## config.mk

```make
export PLATFORM = sky130hd
export DESIGN_NAME = key_scan_filter
export DESIGN_NICKNAME = d
export VERILOG_FILES = /design/src/rtl/key_scan_filter_pkg.sv /design/src/rtl/key_filter_ch.sv /design/src/rtl/key_scan_filter.sv
export SDC_FILE = /design/constraint.sdc
export NUM_CORES = 1
export LEC_CHECK = 0
export CAP_MARGIN = 30
export CORE_MARGIN = 10
export CORE_UTILIZATION = 57
export DETAILED_ROUTE_END_ITERATION = 16
export GPL_TIMING_DRIVEN = 1
export PLACE_DENSITY = 0.77
export REMOVE_ABC_BUFFERS = 1
export SLEW_MARGIN = 20
export SYNTH_ARGS = -nofsm -noshare
export SYNTH_HDL_FRONTEND = slang
export SYNTH_SLANG_ARGS = --single-unit
```

## constraint.sdc

```tcl
create_clock -name sys_clk -period 2.1 [get_ports sys_clk]
set_clock_uncertainty 0.05 [all_clocks]
set_input_delay 0.21 -clock sys_clk [delete_from_list [all_inputs] [get_ports sys_clk]]
set_output_delay 0.21 -clock sys_clk [all_outputs]
set_load 0.1 [all_outputs]
```

## src/rtl/key_scan_filter_pkg.sv

```systemverilog
// Shared types and helpers for the key scan / debounce filter.
// Holds the per-key FSM encoding and the priority-encoder helper.
package key_scan_filter_pkg;

    localparam int KEY_MAX = 8;

    typedef enum logic [1:0] {
        ST_IDLE    = 2'd0,
        ST_FILT_DN = 2'd1,
        ST_HELD    = 2'd2,
        ST_FILT_UP = 2'd3
    } key_fsm_e;

    // Lowest set bit wins; an all-zero vector returns 0.
    function automatic logic [2:0] lowest_index(input logic [KEY_MAX-1:0] vec);
        logic [2:0] idx;
        idx = 3'd0;
        for (int i = KEY_MAX - 1; i >= 0; i--) begin
            if (vec[i]) idx = 3'(i);
        end
        return idx;
    endfunction

endpackage

```

## src/rtl/key_filter_ch.sv

```systemverilog
// One key channel: 2-flop synchroniser, debounce counter, press FSM,
// long-press counter and the registered event pulses.
module key_filter_ch
    import key_scan_filter_pkg::*;
#(
    parameter logic [24:0] CNT_MAX  = 25'd999_999,
    parameter logic [31:0] LONG_MAX = 32'd49_999_999
) (
    input  logic i_clk,
    input  logic i_rst_n,
    input  logic i_key_n,
    output logic o_key_state,
    output logic o_key_press,
    output logic o_key_release,
    output logic o_key_long,
    output logic o_press_next
);

    logic        r_sync1;
    logic        r_sync2;
    logic        r_stable;
    logic [24:0] r_cnt;
    logic        r_state;
    logic        r_press;
    logic        r_release;
    logic        r_long;
    logic [31:0] r_long_cnt;
    logic        r_long_seen;
    key_fsm_e    r_fsm;
    key_fsm_e    w_fsm_next;
    logic        w_done;
    logic        w_hold;
    logic        w_press_next;
    logic        w_release_next;
    logic        w_long_hit;
    logic        w_press_entry;

    assign w_done         = (r_sync2 != r_stable) && (r_cnt == CNT_MAX);
    assign w_hold         = (r_fsm == ST_HELD) || (r_fsm == ST_FILT_UP);
    assign w_press_next   = ~r_stable & ~r_state;
    assign w_release_next = r_stable & r_state;
    assign w_press_entry  = (r_fsm == ST_FILT_DN) && (w_fsm_next == ST_HELD);
    assign w_long_hit     = w_hold && r_state && (r_long_cnt == LONG_MAX) && !r_long_seen;

    always_ff @(posedge i_clk or negedge i_rst_n) begin
        if (!i_rst_n) begin
            r_sync1 <= 1'b1;
            r_sync2 <= 1'b1;
        end else begin
            r_sync1 <= i_key_n;
            r_sync2 <= r_sync1;
        end
    end

    always_ff @(posedge i_clk or negedge i_rst_n) begin
        if (!i_rst_n) begin
            r_stable <= 1'b1;
            r_cnt    <= '0;
        end else if (r_sync2 == r_stable) begin
            r_cnt <= '0;
        end else if (w_done) begin
            r_stable <= r_sync2;
            r_cnt    <= '0;
        end else begin
            r_cnt <= r_cnt + 25'd1;
        end
    end

    always_ff @(posedge i_clk or negedge i_rst_n) begin
        if (!i_rst_n) r_fsm <= ST_IDLE;
        else          r_fsm <= w_fsm_next;
    end

    always_comb begin
        w_fsm_next = r_fsm;
        case (r_fsm)
            ST_IDLE:    if (!r_sync2) w_fsm_next = ST_FILT_DN;
            ST_FILT_DN: begin
                if (r_sync2)     w_fsm_next = ST_IDLE;
                else if (w_done) w_fsm_next = ST_HELD;
            end
            ST_HELD:    if (r_sync2) w_fsm_next = ST_FILT_UP;
            ST_FILT_UP: begin
                if (!r_sync2)    w_fsm_next = ST_HELD;
                else if (w_done) w_fsm_next = ST_IDLE;
            end
            default:    w_fsm_next = ST_IDLE;
        endcase
    end

    // Only a fresh press re-arms the long counter; a release bounce that
    // falls back into HELD keeps the count so key_long cannot repeat.
    // Counting is qualified by key_state so the hold is timed from key_press.
    always_ff @(posedge i_clk or negedge i_rst_n) begin
        if (!i_rst_n) begin
            r_long_cnt  <= '0;
            r_long_seen <= 1'b0;
        end else if (w_press_entry) begin
            r_long_cnt  <= '0;
            r_long_seen <= 1'b0;
        end else begin
            if (w_hold && r_state && (r_long_cnt != LONG_MAX))
                r_long_cnt <= r_long_cnt + 32'd1;
            if (w_long_hit)
                r_long_seen <= 1'b1;
        end
    end

    always_ff @(posedge i_clk or negedge i_rst_n) begin
        if (!i_rst_n) begin
            r_state   <= 1'b0;
            r_press   <= 1'b0;
            r_release <= 1'b0;
            r_long    <= 1'b0;
        end else begin
            r_state   <= ~r_stable;
            r_press   <= w_press_next;
            r_release <= w_release_next;
            r_long    <= w_long_hit;
        end
    end

    assign o_key_state   = r_state;
    assign o_key_press   = r_press;
    assign o_key_release = r_release;
    assign o_key_long    = r_long;
    assign o_press_next  = w_press_next;

endmodule

```

## src/rtl/key_scan_filter.sv

```systemverilog
// Key scan front end: one debounce channel per key plus a registered
// priority encoder that reports the lowest pressed key index.
module key_scan_filter
    import key_scan_filter_pkg::*;
#(
    parameter int          KEY_W    = 4,
    parameter logic [24:0] CNT_MAX  = 25'd999_999,
    parameter logic [31:0] LONG_MAX = 32'd49_999_999
) (
    input  logic             sys_clk,
    input  logic             sys_rst_n,
    input  logic [KEY_W-1:0] key_in,
    output logic [KEY_W-1:0] key_state,
    output logic [KEY_W-1:0] key_press,
    output logic [KEY_W-1:0] key_release,
    output logic [KEY_W-1:0] key_long,
    output logic [2:0]       key_code,
    output logic             key_valid
);

    logic [KEY_W-1:0]   w_press_next;
    logic [KEY_MAX-1:0] w_press_pad;
    logic [2:0]         r_code;
    logic               r_valid;

    generate
        for (genvar g = 0; g < KEY_W; g++) begin : g_ch
            key_filter_ch #(
                .CNT_MAX  (CNT_MAX),
                .LONG_MAX (LONG_MAX)
            ) u_ch (
                .i_clk         (sys_clk),
                .i_rst_n       (sys_rst_n),
                .i_key_n       (key_in[g]),
                .o_key_state   (key_state[g]),
                .o_key_press   (key_press[g]),
                .o_key_release (key_release[g]),
                .o_key_long    (key_long[g]),
                .o_press_next  (w_press_next[g])
            );
        end
    endgenerate

    always_comb begin
        w_press_pad = '0;
        w_press_pad[KEY_W-1:0] = w_press_next;
    end

    // Registered from the channels' next-cycle press so code/valid line up with key_press.
    always_ff @(posedge sys_clk or negedge sys_rst_n) begin
        if (!sys_rst_n) begin
            r_code  <= 3'd0;
            r_valid <= 1'b0;
        end else begin
            r_valid <= |w_press_next;
            if (|w_press_next) r_code <= lowest_index(w_press_pad);
        end
    end

    assign key_code  = r_code;
    assign key_valid = r_valid;

endmodule

```

==> flow_summary.json, run 1 <==
{
  "pin_count": 26,
  "max_cap_violations": 0,
  "critPathRequiredTime_ns": 2.48,
  "worstSetupPathType": "reg -> reg",
  "fin_hold_ws_ns": 0.0272,
  "cts_made_buffers": 29,
  "leakage_nw": 7.18,
  "syn_area_sq_um": 13400,
  "ys_seq_area_share_pct": 50.9,
  "setup_ws_ns": -0.297,
  "antenna_left": 0,
  "route.met2.wl_um": 15100,
  "ff2ff_setup_slack_ns": -0.30,
  "antenna_found_initial": 0,
  "reg2reg_from": "g_ch[0].u_ch.r_long_cnt[27]",
  "fmax_mhz": 417,
  "htreeDepth": 1,
  "dp.final_hpwl_um": 19100,
  "drc": 0,
  "layout_common_cells": "269 x nor2_1, 259 x dfrtp_1, 146 x buf_4",
  "grt_max_degree": 63,
  "ys_types": 48,
  "drt_pre_antenna_iters": 6,
  "power.total_mw": 10.4,
  "clock_path_buffers": 3,
  "worst_slew_pin_slew_ns": 0.517,
  "final_common_cell": "nor2_1",
  "synth_top_family_by_area": "simple AND/OR/NAND/NOR gates",
  "core-area_sq_um": 22800,
  "rows": 55,
  "synth-seq-cells": 271,
  "synth-simple-area-share_pct": 29.3,
  "path_cells": "or4b_1 > or4_1 > or4_4 > nand4_1 > xor2_1 > nor2_1",
  "ys.flop_type": "dfrtp_1",
  "die_width_um": 173,
  "path_clk_slew_ns": 0.06,
  "fin_nets": 1567,
  "violations": "setup timing",
  "irDropWorstVdd_uv": 656,
  "reg2regPathDepth": 6,
  "cp_slowest_cell": "or4_4",
  "first_iter_violations": 679,
  "rsz0062_at_grt": "true",
  "syn2layout_area_growth_pct": 22.1,
  "end_kind": "flop",
  "drive_gt1_share_pct": 19.8,
  "synth_compound_area_share_pct": 1.94,
  "routed.top_layer": "met4",
  "post-route-min-period_ns": 2.40,
  "synth_xor_xnor_area_share_pct": 14.0,
  "r2r-end": "g_ch[0].u_ch.r_long_cnt[21]",
  "vias_per_cell": 5.64,
  "vias": 10644,
  "synthesis.area_per_instance_sq_um": 9.49,
  "dieHeight_um": 173,
  "setup_viol": 35,
  "crit_end": "g_ch[0].u_ch.r_long_cnt[21]",
  "synthMuxAreaShare_pct": 0.0749,
  "synth_adder_area_share_pct": 0.749,
  "critPathArrivalTime_ns": 2.77,
  "holdCritPathClass": "in -> reg",
  "crit_path_start_kind": "flop",
  "hold_violations": 0,
  "insertion_delay_ns": 0.55,
  "ctsRootBufferMaster": "clkbuf_16",
  "crit_path_max_incr_delay_ns": 0.53,
  "synth_edf_count": 0,
  "grtUsageTotal_pct": 19.2,
  "tritoncts": "built",
  "powerDensity_nw_per_um2": 635,
  "drt-total-wl_um": 29800,
  "gp_congestion": 0.886,
  "clock-sinks": 271,
  "overflow": 0,
  "post-route-period-util_pct": 114,
  "slew_headroom_pct": 65.5,
  "met1_length_um": 13000,
  "dieArea_sq_um": 30000,
  "initial_core_util_pct": 58.5,
  "grt_pass1_vias": 10646,
  "status": "finished, violations left",
  "cp-startpoint": "g_ch[0].u_ch.r_long_cnt[27]",
  "wl_per_cell_um": 15.8,
  "critical_path_peak_fanout": 2,
  "buffer_ports.inserted": 24,
  "synthArstFlopShare_pct": 100,
  "report.final.slew_viol_count": 0,
  "yosysWarnings": 0,
  "diodes": 0,
  "synth_cells": 1408,
  "grt_pass1_wl_um": 50500,
  "met3_wirelength_um": 1070
}
[worst max-delay path: cells and delay by family (launching register included)]
| family | cells | cell delay [ns] |
|---|---|---|
| xor+xnor | 1 | 0.16 |
| flops | 1 | 0.37 |
| simple gates | 5 | 1.72 |
[synthesized netlist by cell type, drive strengths merged (2+ instances only)]
cell type	count	area, sq um
a21o	2	15.0
a21oi	16	80.1
and2	15	93.8
and3	36	226
and4	8	70.1
and4b	2	20.0
buf	28	181
clkbuf	33	124
dfrtp	259	6480
dfstp	12	315
ha	8	100
inv	25	93.8
nand2	104	390
nand2b	3	18.8
nand3	104	521
nand3b	4	30.0
nand4	57	363
nand4b	4	35.0
nor2	275	1030
nor2b	3	18.8
nor3	56	295
nor3b	6	45.0
nor4	44	282
nor4b	21	190
nor4bb	3	30.0
o21ai	19	95.1
o31ai	5	37.5
or2	6	37.5
or3	15	93.8
or4	13	101
or4b	2	20.0
xnor2	95	832
xor2	119	1040
[routing by layer]
metal  up-vias  global-route usage [%]
met5         -                       0
met4         0                    4.64
met3        45                    2.40
met2       192                    33.3
met1      5296                    25.0
li1       5111                       -
[how the worst min path moves through the flow]
stage	from	to	slack [ns]	cells after the start
after floorplan	sys_rst_n	g_ch[0].u_ch.o_key_long	-0.14	0
after global placement	sys_rst_n	g_ch[1].u_ch.r_cnt[2]	0.15	1
after detailed placement	sys_rst_n	g_ch[1].u_ch.r_cnt[2]	0.14	1
after CTS	key_in[0]	g_ch[0].u_ch.r_sync1	0.006	1
after global routing	key_in[3]	g_ch[3].u_ch.r_sync1	0.01	1
final	key_in[3]	g_ch[3].u_ch.r_sync1	0.03	1
[layout make-up]
| class | count | area (sq um) |
|---|---|---|
| multi-input combinational | 1051 | 6630 |
| clock inverter | 7 | 62.6 |
| tap | 313 | 392 |
| sequential | 271 | 6800 |
| timing repair buffer | 175 | 1510 |
| clock buffer | 44 | 832 |
| fill | 1651 | 6530 |
| inverter | 25 | 93.8 |
[where the power goes]
part | switching (mW) | internal [mW] | leakage, nW | total, mW
registers | 0.0301 | 5.26 | 3.71 | 5.29
clock network | 2.00 | 2.83 | 0.439 | 4.83
logic | 0.170 | 0.0743 | 3.03 | 0.244
total | 2.20 | 8.16 | 7.18 | 10.4
[state kept, by name, summed over array words and instances (netlist names)]
signal                   count
key_valid                    1
g_ch.u_ch.r_long_seen        4
g_ch.u_ch.r_fsm              8
g_ch.u_ch.r_sync1            4
g_ch.u_ch.o_key_release      4
g_ch.u_ch.r_sync2            4
g_ch.u_ch.o_key_state        4
key_code                     2
g_ch.u_ch.r_stable           4
g_ch.u_ch.r_long_cnt       128
g_ch.u_ch.o_key_press        4
g_ch.u_ch.r_cnt            100
g_ch.u_ch.o_key_long         4
[cell families (layout without fill, tap and decap cells)]
kind of cell / count (synthesis) / count (layout)
AO/OA/AOI/OAI: 46 / 46
XOR/XNOR: 214 / 214
adder cells (fa/ha/maj): 8 / 8
buffers and inverters: 86 / 251
flip-flops: 271 / 271
multiplexers: 1 / 1
other: 1 / 1
AND/OR/NAND/NOR: 781 / 781
[through the flow]
step	TNS [ns]	util, %	setup WS (ns)	area [sq um]	std cells
final	-5.51	71.4	-0.297	16300	1886
after global routing	-11.13	71.4	-0.379	16300	1886
after CTS	-3.71	69.6	-0.295	15900	1875
after detailed placement	-4.30	64.7	-0.283	14800	1813
after global placement	-2.36	64.7	-0.260	14800	1813
after floorplan	-144.62	-	-1.27	13100	1347
[repair_timing]
item	4_1_cts	5_1_grt
hold buffers	1	0
setup buffers	7	11
gates cloned	3	0
resized for setup	34	71
pin swaps	34	51
hold endpoints to repair	187	0
setup endpoints to repair	59	144
No activity file was read; power rests on OpenSTA's default activity.
==> run 2: changes to the inputs <==
--- a/config.mk
+++ b/config.mk
@@ -10,8 +10,8 @@
 export CORE_UTILIZATION = 57
 export DETAILED_ROUTE_END_ITERATION = 16
 export GPL_TIMING_DRIVEN = 1
+export MAX_ROUTING_LAYER = met4
 export PLACE_DENSITY = 0.77
-export REMOVE_ABC_BUFFERS = 1
 export SLEW_MARGIN = 20
 export SYNTH_ARGS = -nofsm -noshare
 export SYNTH_HDL_FRONTEND = slang
==> flow_summary.json, run 2 (same netlist as run 1, synthesis figures left out) <==
{
  "status": "finished, violations left",
  "violations": "setup timing",
  "cp_slowest_cell": "or4_4",
  "pin_count": 26,
  "path_clk_slew_ns": 0.07,
  "powerDensity_nw_per_um2": 664,
  "drt-total-wl_um": 28800,
  "whs_path_depth": 1,
  "p_int_mw": 8.62,
  "htreeDepth": 1,
  "irDropWorstVdd_uv": 642,
  "place_ws_ns": -0.193,
  "fin_nets": 1559,
  "overflow": 0,
  "drc": 0,
  "synth_nets": 1422,
  "power.share.switching_pct": 20.8,
  "post-route-period-util_pct": 105,
  "max_cap_violations": 0,
  "vias": 10545,
  "final_common_cell": "nor2_1",
  "path_cells": "or4_4 > nor4_4 > and4b_4 > or3_4 > xor2_1 > nor2_1",
  "insertion_delay_ns": 0.56,
  "rsz0062_at_grt": "true",
  "dieArea_sq_um": 30000,
  "grt_pass1_wl_um": 48600,
  "p_clk_share_pct": 49.1,
  "power.total_mw": 10.9,
  "grt_pass1_vias": 10316,
  "worst_slew_pin_slew_ns": 0.504,
  "worstSetupPathType": "reg -> reg",
  "grt_max_degree": 57,
  "setup_viol": 33,
  "drt_pre_antenna_iters": 7,
  "tritoncts": "built",
  "core-area_sq_um": 22800,
  "critPathArrivalTime_ns": 2.59,
  "layout_common_cells": "271 x nor2_1, 258 x dfrtp_1, 139 x buf_4",
  "reg2regPathDepth": 6,
  "die_width_um": 173,
  "critical_path_peak_fanout": 8,
  "ctsRootBufferMaster": "clkbuf_16",
  "buffer_ports.inserted": 24,
  "power_frac_seq_pct": 48.6,
  "first_iter_violations": 685,
  "end_kind": "flop",
  "fmax_mhz": 455,
  "clock-sinks": 271,
  "rows": 55,
  "dp.final_hpwl_um": 19000,
  "post-route-min-period_ns": 2.20,
  "syn2layout_area_growth_pct": 22.7,
  "hold_violations": 0,
  "report.final.slew_viol_count": 0,
  "dieHeight_um": 173,
  "cp.buffers_inverters": 0,
  "power_switching_mw": 2.27,
  "wl_per_cell_um": 15.3,
  "antenna_found_initial": 0,
  "regMostFlops": "g_ch.u_ch.r_long_cnt",
  "slew_headroom_pct": 65.9,
  "vias_per_cell": 5.61,
  "antenna_left": 0,
  "grtUsageTotal_pct": 19.0,
  "reg_top3": "g_ch.u_ch.r_long_cnt: 128 flops, g_ch.u_ch.r_cnt: 100 flops, g_ch.u_ch.r_fsm: 8 flops",
  "cp_top_family": "simple AND/OR/NAND/NOR gates",
  "combPwrFrac_pct": 2.3,
  "holdCritPathClass": "in -> reg",
  "setup_ws_ns": -0.0970,
  "critical_path_depth": 6,
  "critPathRequiredTime_ns": 2.49,
  "crit_path_start_kind": "flop",
  "largest_reg_flops": 128,
  "crit_path_max_incr_delay_ns": 0.55,
  "initial_core_util_pct": 58.5,
  "leakage_nw": 7.22,
  "cts_made_buffers": 29,
  "gp_congestion": 0.893,
  "drive_gt1_share_pct": 19.3,
  "clock_path_buffers": 3
}
==> run 2: final timing paths <==
| path | from | endpoint | slack (ns) |
|---|---|---|---|
| worst max-delay path | g_ch[2].u_ch.r_long_cnt[18] | g_ch[2].u_ch.r_long_cnt[4] | -0.1 |
| worst min-delay path | key_in[3] | g_ch[3].u_ch.r_sync1 | 0.02 |
| worst max register to register | g_ch[2].u_ch.r_long_cnt[18] | g_ch[2].u_ch.r_long_cnt[4] | -0.1 |
| worst min register to register | g_ch[2].u_ch.r_sync1 | g_ch[2].u_ch.r_sync2 | 0.31 |
| max in group asynchronous | sys_rst_n | g_ch[3].u_ch.r_sync1 | 1.13 |
| min in group asynchronous | sys_rst_n | g_ch[1].u_ch.r_long_cnt[9] | 0.13 |
==> run 2: worst reg2reg max path: cells and delay by family, from the launching register on <==
kind,cells,cell delay [ns]
xor gates and xnor gates,1,0.14
DFF,1,0.38
and+or+nand+nor,5,1.51
==> run 2: cell type report <==
class / instances / area, sq um
Clock inverter: 9 / 126
Tap cell: 313 / 392
Inverter: 25 / 93.8
Sequential cell: 271 / 6800
Antenna cell: 1 / 2.50
Multi-Input combinational cell: 1051 / 6640
Timing Repair Buffer: 167 / 1440
Fill cell: 1629 / 6450
Clock buffer: 44 / 892
==> run 2: repair_timing <==
item	in CTS	in global routing
hold endpoints to repair	225	0
hold buffers	3	0
setup endpoints to repair	43	129
cloned	1	1
gates resized for setup	15	75
setup buffers	3	9
pin swaps	11	45
==> run 2: power groups by stage <==
stage	clock network, mW	logic, mW	registers [mW]
after floorplan	0	0.0746	5.38
after global placement	0	0.246	5.38
after detailed placement	0	0.250	5.38
after CTS	5.42	0.256	5.29
after global routing	5.63	0.282	5.29
final	5.34	0.248	5.29
==> run 2: per-layer routing <==
layer / up-vias / track usage [%] / part of all wire (%)
li1: 5102 / - / -
met1: 5176 / 24.6 / 45
met2: 216 / 31.2 / 49
met3: 51 / 2.66 / 4.0
met4: 0 / 4.53 / 1.9
met5: - / - / 0
==> run 2: per-stage QoR <==
| stage | utilization, % | setup TNS, ns | hold WS [ns] | instance area [sq um] | std cells |
|---|---|---|---|---|---|
| after floorplan | - | -0.474 | -0.136 | 13400 | 1408 |
| after global placement | 64.7 | -0.199 | 0.129 | 14800 | 1810 |
| after detailed placement | 64.7 | -2.29 | 0.133 | 14800 | 1810 |
| after CTS | 69.7 | -0.415 | 0.00906 | 15900 | 1870 |
| after global routing | 71.7 | -5.33 | 0.00965 | 16400 | 1880 |
| final | 71.7 | -1.16 | 0.0246 | 16400 | 1881 |
